===== src/rtl/uart_rx_ctrl.sv =====
// uart_rx_ctrl: frame-aware UART receive sequencer.
//
// Detects a start bit on the synchronized serial line. It times mid-bit
// sampling from the oversampled BaudTick and shifts DATA_WIDTH data bits in
// LSB-first. It then checks the optional parity bit and the stop bit, and
// hands a parallel word to the host over a valid/ack handshake.
//
// Ports
//   Clock        system clock
//   Reset        asynchronous, active-high reset
//   BaudTick     one-Clock enable, OVERSAMPLE pulses per bit period
//   DataTx       serial line (idle high, asynchronous to Clock)
//   ParityType   00 none, 01 odd, 10 even, 11 none (latched per frame)
//   DataAck      host has consumed DataOut
//   DataOut      received word, bit 0 = first data bit on the line
//   DataValid    DataOut holds an unconsumed word
//   ParityError  parity mismatch on the word in DataOut
//   FrameError   stop bit sampled low on the word in DataOut
//   Overrun      a word was overwritten before DataAck (sticky until ack)
//   Busy         sequencer not idle
//
// Build option
//   MAJORITY_VOTE_EN  when defined, every bit decision is the 2-of-3 majority
//                     of samples at ticks mid-1, mid and mid+1, taken on mid+1.
//
// state  | meaning
// IDLE   | waiting for a low line on a BaudTick
// START  | timing to the start-bit centre, rejecting glitches
// DATA   | sampling DATA_WIDTH data bits, LSB first
// PARITY | sampling the parity bit (odd/even frames only)
// STOP   | sampling the stop bit
// DONE   | one Clock: publish word, flags and overrun
module uart_rx_ctrl #(
    parameter int DATA_WIDTH = 8,
    parameter int OVERSAMPLE = 16
) (
    input  logic                  Clock,
    input  logic                  Reset,
    input  logic                  BaudTick,
    input  logic                  DataTx,
    input  logic [1:0]            ParityType,
    input  logic                  DataAck,
    output logic [DATA_WIDTH-1:0] DataOut,
    output logic                  DataValid,
    output logic                  ParityError,
    output logic                  FrameError,
    output logic                  Overrun,
    output logic                  Busy
);
    localparam int TW = $clog2(OVERSAMPLE);
    localparam int BW = $clog2(DATA_WIDTH + 1);
    localparam logic [TW-1:0] MID_START = TW'(OVERSAMPLE / 2 - 1);
    localparam logic [TW-1:0] MID_BIT   = TW'(OVERSAMPLE - 1);
    localparam logic [BW-1:0] LAST_BIT  = BW'(DATA_WIDTH - 1);

    typedef enum logic [2:0] {
        S_IDLE, S_START, S_DATA, S_PARITY, S_STOP, S_DONE
    } state_t;

    state_t                state_q, state_d;
    logic [1:0]            sync_q, sync_d;
    logic [TW-1:0]         tick_cnt_q, tick_cnt_d;
    logic [BW-1:0]         bit_cnt_q, bit_cnt_d;
    logic [DATA_WIDTH-1:0] shift_q, shift_d;
    logic                  par_en_q, par_en_d;
    logic                  par_odd_q, par_odd_d;
    logic                  par_err_q, par_err_d;
    logic                  frm_err_q, frm_err_d;
    logic [DATA_WIDTH-1:0] data_out_q, data_out_d;
    logic                  valid_q, valid_d;
    logic                  perr_q, perr_d;
    logic                  ferr_q, ferr_d;
    logic                  ovr_q, ovr_d;

    logic          rx_s;
    logic          start_ev, start_val, bit_ev, bit_val;
    logic [TW-1:0] bit_tick_nxt;

    assign sync_d = {sync_q[0], DataTx};
    assign rx_s   = sync_q[1];

`ifdef MAJORITY_VOTE_EN
    localparam logic [TW-1:0] START_M1 = TW'(OVERSAMPLE / 2 - 2);
    localparam logic [TW-1:0] START_P1 = TW'(OVERSAMPLE / 2);
    localparam logic [TW-1:0] BIT_M1   = TW'(OVERSAMPLE - 2);

    logic s1_q, s1_d, s2_q, s2_d, pend_q, pend_d;
    logic vote;

    assign vote      = (s1_q & s2_q) | (s1_q & rx_s) | (s2_q & rx_s);
    assign start_ev  = BaudTick && (tick_cnt_q == START_P1);
    assign start_val = vote;
    // Bit periods after START free-run modulo OVERSAMPLE; the mid+1 sample is
    // the first tick of the following period, so the decision is deferred by
    // one tick via pend_q without shifting the bit grid.
    assign bit_ev    = BaudTick && pend_q;
    assign bit_val   = vote;
    assign bit_tick_nxt = !BaudTick ? tick_cnt_q :
                          (tick_cnt_q == MID_BIT) ? '0 : tick_cnt_q + TW'(1);

    always_comb begin
        s1_d   = s1_q;
        s2_d   = s2_q;
        pend_d = pend_q;
        if (BaudTick) begin
            if (state_q == S_START) begin
                if (tick_cnt_q == START_M1) s1_d = rx_s;
                if (tick_cnt_q == MID_START) s2_d = rx_s;
            end else if (state_q inside {S_DATA, S_PARITY, S_STOP}) begin
                if (tick_cnt_q == BIT_M1) s1_d = rx_s;
                if (tick_cnt_q == MID_BIT) begin
                    s2_d   = rx_s;
                    pend_d = 1'b1;
                end
            end
        end
        if (bit_ev || state_q == S_IDLE) pend_d = 1'b0;
    end

    always_ff @(posedge Clock or posedge Reset) begin
        if (Reset) begin
            s1_q   <= 1'b1;
            s2_q   <= 1'b1;
            pend_q <= 1'b0;
        end else begin
            s1_q   <= s1_d;
            s2_q   <= s2_d;
            pend_q <= pend_d;
        end
    end
`else
    assign start_ev     = BaudTick && (tick_cnt_q == MID_START);
    assign start_val    = rx_s;
    assign bit_ev       = BaudTick && (tick_cnt_q == MID_BIT);
    assign bit_val      = rx_s;
    assign bit_tick_nxt = bit_ev ? '0 : BaudTick ? tick_cnt_q + TW'(1) : tick_cnt_q;
`endif

    // State register
    always_ff @(posedge Clock or posedge Reset) begin
        if (Reset) begin
            state_q    <= S_IDLE;
            sync_q     <= 2'b11;
            tick_cnt_q <= '0;
            bit_cnt_q  <= '0;
            shift_q    <= '0;
            par_en_q   <= 1'b0;
            par_odd_q  <= 1'b0;
            par_err_q  <= 1'b0;
            frm_err_q  <= 1'b0;
            data_out_q <= '0;
            valid_q    <= 1'b0;
            perr_q     <= 1'b0;
            ferr_q     <= 1'b0;
            ovr_q      <= 1'b0;
        end else begin
            state_q    <= state_d;
            sync_q     <= sync_d;
            tick_cnt_q <= tick_cnt_d;
            bit_cnt_q  <= bit_cnt_d;
            shift_q    <= shift_d;
            par_en_q   <= par_en_d;
            par_odd_q  <= par_odd_d;
            par_err_q  <= par_err_d;
            frm_err_q  <= frm_err_d;
            data_out_q <= data_out_d;
            valid_q    <= valid_d;
            perr_q     <= perr_d;
            ferr_q     <= ferr_d;
            ovr_q      <= ovr_d;
        end
    end

    // Next state and frame datapath
    always_comb begin
        state_d    = state_q;
        tick_cnt_d = tick_cnt_q;
        bit_cnt_d  = bit_cnt_q;
        shift_d    = shift_q;
        par_en_d   = par_en_q;
        par_odd_d  = par_odd_q;
        par_err_d  = par_err_q;
        frm_err_d  = frm_err_q;
        case (state_q)
            S_IDLE: begin
                if (BaudTick && !rx_s) begin
                    state_d    = S_START;
                    tick_cnt_d = '0;
                    par_en_d   = (ParityType == 2'b01) || (ParityType == 2'b10);
                    par_odd_d  = (ParityType == 2'b01);
                    par_err_d  = 1'b0;
                end
            end
            S_START: begin
                if (start_ev) begin
                    tick_cnt_d = '0;
                    bit_cnt_d  = '0;
                    state_d    = start_val ? S_IDLE : S_DATA;
                end else if (BaudTick) begin
                    tick_cnt_d = tick_cnt_q + TW'(1);
                end
            end
            S_DATA: begin
                tick_cnt_d = bit_tick_nxt;
                if (bit_ev) begin
                    // Shifting in from the top leaves the first bit at [0].
                    shift_d   = {bit_val, shift_q[DATA_WIDTH-1:1]};
                    bit_cnt_d = bit_cnt_q + BW'(1);
                    if (bit_cnt_q == LAST_BIT) state_d = par_en_q ? S_PARITY : S_STOP;
                end
            end
            S_PARITY: begin
                tick_cnt_d = bit_tick_nxt;
                if (bit_ev) begin
                    par_err_d = ((^shift_q) ^ bit_val) != par_odd_q;
                    state_d   = S_STOP;
                end
            end
            S_STOP: begin
                tick_cnt_d = bit_tick_nxt;
                if (bit_ev) begin
                    frm_err_d = !bit_val;
                    state_d   = S_DONE;
                end
            end
            S_DONE:  state_d = S_IDLE;
            default: state_d = S_IDLE;
        endcase
    end

    // Host-facing outputs and handshake
    always_comb begin
        data_out_d = data_out_q;
        valid_d    = valid_q;
        perr_d     = perr_q;
        ferr_d     = ferr_q;
        ovr_d      = ovr_q;
        if (DataAck && valid_q) begin
            valid_d = 1'b0;
            perr_d  = 1'b0;
            ferr_d  = 1'b0;
            ovr_d   = 1'b0;
        end
        // A word completing in the ack cycle replaces the consumed one.
        if (state_q == S_DONE) begin
            data_out_d = shift_q;
            valid_d    = 1'b1;
            perr_d     = par_err_q;
            ferr_d     = frm_err_q;
            if (valid_q && !DataAck) ovr_d = 1'b1;
        end
        DataOut     = data_out_q;
        DataValid   = valid_q;
        ParityError = perr_q;
        FrameError  = ferr_q;
        Overrun     = ovr_q;
        Busy        = (state_q != S_IDLE);
    end

endmodule


===== config.mk =====
export PLATFORM = sky130hd
export DESIGN_NAME = uart_rx_ctrl
export DESIGN_NICKNAME = d
export VERILOG_FILES = /design/src/rtl/uart_rx_ctrl.sv
export SDC_FILE = /design/constraint.sdc
export NUM_CORES = 1
export LEC_CHECK = 0
export ABC_AREA = 1
export CAP_MARGIN = 20
export CORE_UTILIZATION = 44
export CTS_BUF_LIST = sky130_fd_sc_hd__clkbuf_16
export DETAILED_ROUTE_END_ITERATION = 7
export PLACE_DENSITY_LB_ADDON = 0.15
export SETUP_SLACK_MARGIN = 0.3
export SLEW_MARGIN = 5
export SYNTH_ARGS = -nofsm -noshare
export SYNTH_HDL_FRONTEND = slang
export SYNTH_SLANG_ARGS = --single-unit

===== constraint.sdc =====
create_clock -name Clock -period 1.9 [get_ports Clock]
set_input_delay 0.38 -clock Clock [delete_from_list [all_inputs] [get_ports Clock]]
set_output_delay 0.38 -clock Clock [all_outputs]
set_load 0.05 [all_outputs]

==> results.ini <==
[sta]
rsz0062_at_grt=true
hold_viol=0
max_freq_mhz=637
setup-tns-final_ps=0
setup_viol=0
skew_ps=8.90
slew_violations=0
relSlewSlack_pct=66.0
worst_slew_pin_slew_ps=509
period_share_pct=82.6
fin_crit_ps=1570
layout_setup_ws_ps=330

[cts]
cts_made_buffers=5
clock_latency_ps=280
ctsHoldBuffers=0
cts_tree=done
cts.clk_slew.worst_paths_ps=60
cts_sinks=37
ctsRootBufferMaster=clkbuf_16
ctsHtreeMaxLevel=2
clockBufferDepth=2

[placed_design]
port_buffers=19
dp_hpwl_um=2780
pre_cts_ws_ps=45.0
gp_congestion=0.812

[final_layout]
nets=289
n_antenna_cell=0
drive_above_1_share_pct=12.5
n_fill_cell=397
syn2layout_area_growth_pct=23.9
utilization_pct=58.5

[power_and_ir_drop]
clkPwrFrac_pct=31.4
power_uw=2930
swShare_pct=35.8
p_int_uw=1880
power_density_nw_per_um2=1210
peakVddDrop_v=0.000591
power.leakage_uw=0.00129
combPwrFrac_pct=34.4
power_switching_uw=1050
p_seq_share_pct=34.1

[floorplanning]
dieHeight_um=68.7
die_w_um=68.7
rows=23
dieArea_um2=4710
core-area_um2=4140
initial_core_util_pct=47.2
ios=20

[logic_synthesis]
synth_top_family_by_area=simple AND/OR/NAND/NOR gates
synth_seq_cells=37
synth_mux_area_share_pct=0.576
synthFlopType=dfrtp_1
yosysWarnings=0
synth_edf_count=0
syn_avg_cell_area_um2=7.82
syn_area_um2=1960
synthAdderAreaFrac_pct=1.92
synth-simple-area-share_pct=25.5
async_flop_share_pct=100
synthCells=250
synth_compound_area_share_pct=13.5
synth.distinct_cells=30
synth_nets=260
synth-xor-area-share_pct=2.69
yosysSeqAreaShare_pct=47.5

[critical_path]
r2r_start=state_q[0]
critPathLaunchType=flop
cp.required_ps=1520
crit_type=flop to output pin
crit_start=state_q[0]
crit_arrival_ps=1190
crit_fanout=3
end_kind=output pin

[global_route]
gr-usage-met2_pct=30.4
busiest_layer=met2
met1_usage_pct=25.7
grt.overflow.total=0
grt_antenna_before_repair=0
grt_max_degree=38
grt_pass1_vias=1443
grt_pass1_wl_um=6620
track_usage_pct=19.5
grt_use_met3_pct=4.28

[detailed_routing]
drcViolationCount=0
ant_nets=0
via_per_inst=4.88
routed_wl_um=3940
vias=1610
drt-initial-drc-count=88
post_drt_wl_per_cell_um=11.9
first_pass_iters=4

[worst_hold_path]
worstHoldPathType=flop to flop
min_from=sync_q[0]

[status]
status=completed

[job]
max_cap_violations=0

-- cell type report --
type | count | area, µm² | area share (%)
Sequential cell | 37 | 930 | 38.4
Multi-Input combinational cell | 170 | 883 | 36.4
Timing Repair Buffer | 25 | 231 | 9.55
Inverter | 40 | 150 | 6.20
Clock buffer | 5 | 125 | 5.16
Tap cell | 50 | 62.6 | 2.58
Clock inverter | 3 | 41.3 | 1.70
-- kinds of logic after synthesis --
logic type      after synthesis
flops                        37
compound gates               45
mux                           1
simple gates                115
xor+xnor                      6
fa+ha+maj                     3
buf+inv                      43
-- layout by cell type, fill, tap and decap left out, drive strengths merged, types with 2 or more instances in the layout --
cell type,n
inv,40
clkdlybuf4s50,5
nand2,77
dlygate4sd2,9
o21a,2
ha,3
xnor2,2
xor2,4
clkbuf,5
dfrtp,35
buf,9
nand3,14
o211ai,2
nor2,20
nor3,2
a21oi,7
o21ai,31
dfstp,2
-- stage by stage --
step	hold slack [ps]	cell area (µm²)	std cells
after floorplan	345	1960	250
after global placement	345	2220	319
after detailed placement	347	2220	319
after CTS	355	2400	329
after global routing	363	2420	330
final	354	2420	330
-- cell usage after synthesis, types with 2 or more instances --
| master | instances | area share [%] |
|---|---|---|
| clkbuf_1 | 2 | 0.38 |
| dfstp_2 | 2 | 2.7 |
| nor2_1 | 17 | 3.3 |
| ha_1 | 3 | 1.9 |
| nor2_2 | 2 | 0.64 |
| nand2_1 | 76 | 15 |
| o211ai_1 | 2 | 0.77 |
| o21ai_2 | 3 | 1.3 |
| xor2_1 | 4 | 1.8 |
| xnor2_1 | 2 | 0.90 |
| o21ai_1 | 2 | 0.51 |
| inv_1 | 38 | 7.3 |
| dfrtp_1 | 35 | 45 |
| o21a_1 | 2 | 0.77 |
| nor3_1 | 2 | 0.51 |
| nand3_1 | 13 | 3.3 |
| o21ai_0 | 26 | 6.7 |
| a21oi_1 | 7 | 1.8 |
-- timing repair --
action	in CTS	in global routing
setup buffers	2	1
endpoints found under the setup margin	11	12
pin swaps	1	2
resized for setup	13	7
gates cloned	0	0
-- flip-flops by register name, indices dropped and copies added, names as in the netlist, named ones only --
name	cells
par_en_q	1
ParityError	1
DataOut	8
DataValid	1
par_odd_q	1
frm_err_q	1
par_err_q	1
state_q	3
bit_cnt_q	4
tick_cnt_q	4
shift_q	8
FrameError	1
sync_q	2
-- worst max-delay path, cell delays in order (launching register included) --
cell	delay, ps
dfrtp_1	380
inv_1	80
nand2_2	110
nor2_4	110
inv_1	50
buf_4	180
-- final timing paths --
check,end,slack [ps],cells past startpoint
worst max-delay path,Busy,330,5
worst min-delay path,sync_q[1],350,0
worst max register to register,state_q[2],370,8
worst min register to register,sync_q[1],350,0
max in group asynchronous,sync_q[0],1200,3
min in group asynchronous,DataOut[3],460,3
-- power groups by stage --
stage	Sequential, µW	Combinational [µW]	Clock (µW)
floorplan	1070	619	0
global placement	1010	895	0
detailed placement	1020	904	0
CTS	1000	972	945
global route	1020	1120	984
finish	1000	1010	922
-- metal layers --
metal | routed length (µm) | part of all wire [%]
met1 | 1980 | 50
met2 | 1800 | 46
met3 | 118 | 3.0
met4 | 41 | 1.0
met5 | 0 | 0
Note: power is estimated with default switching activity, not from simulation.
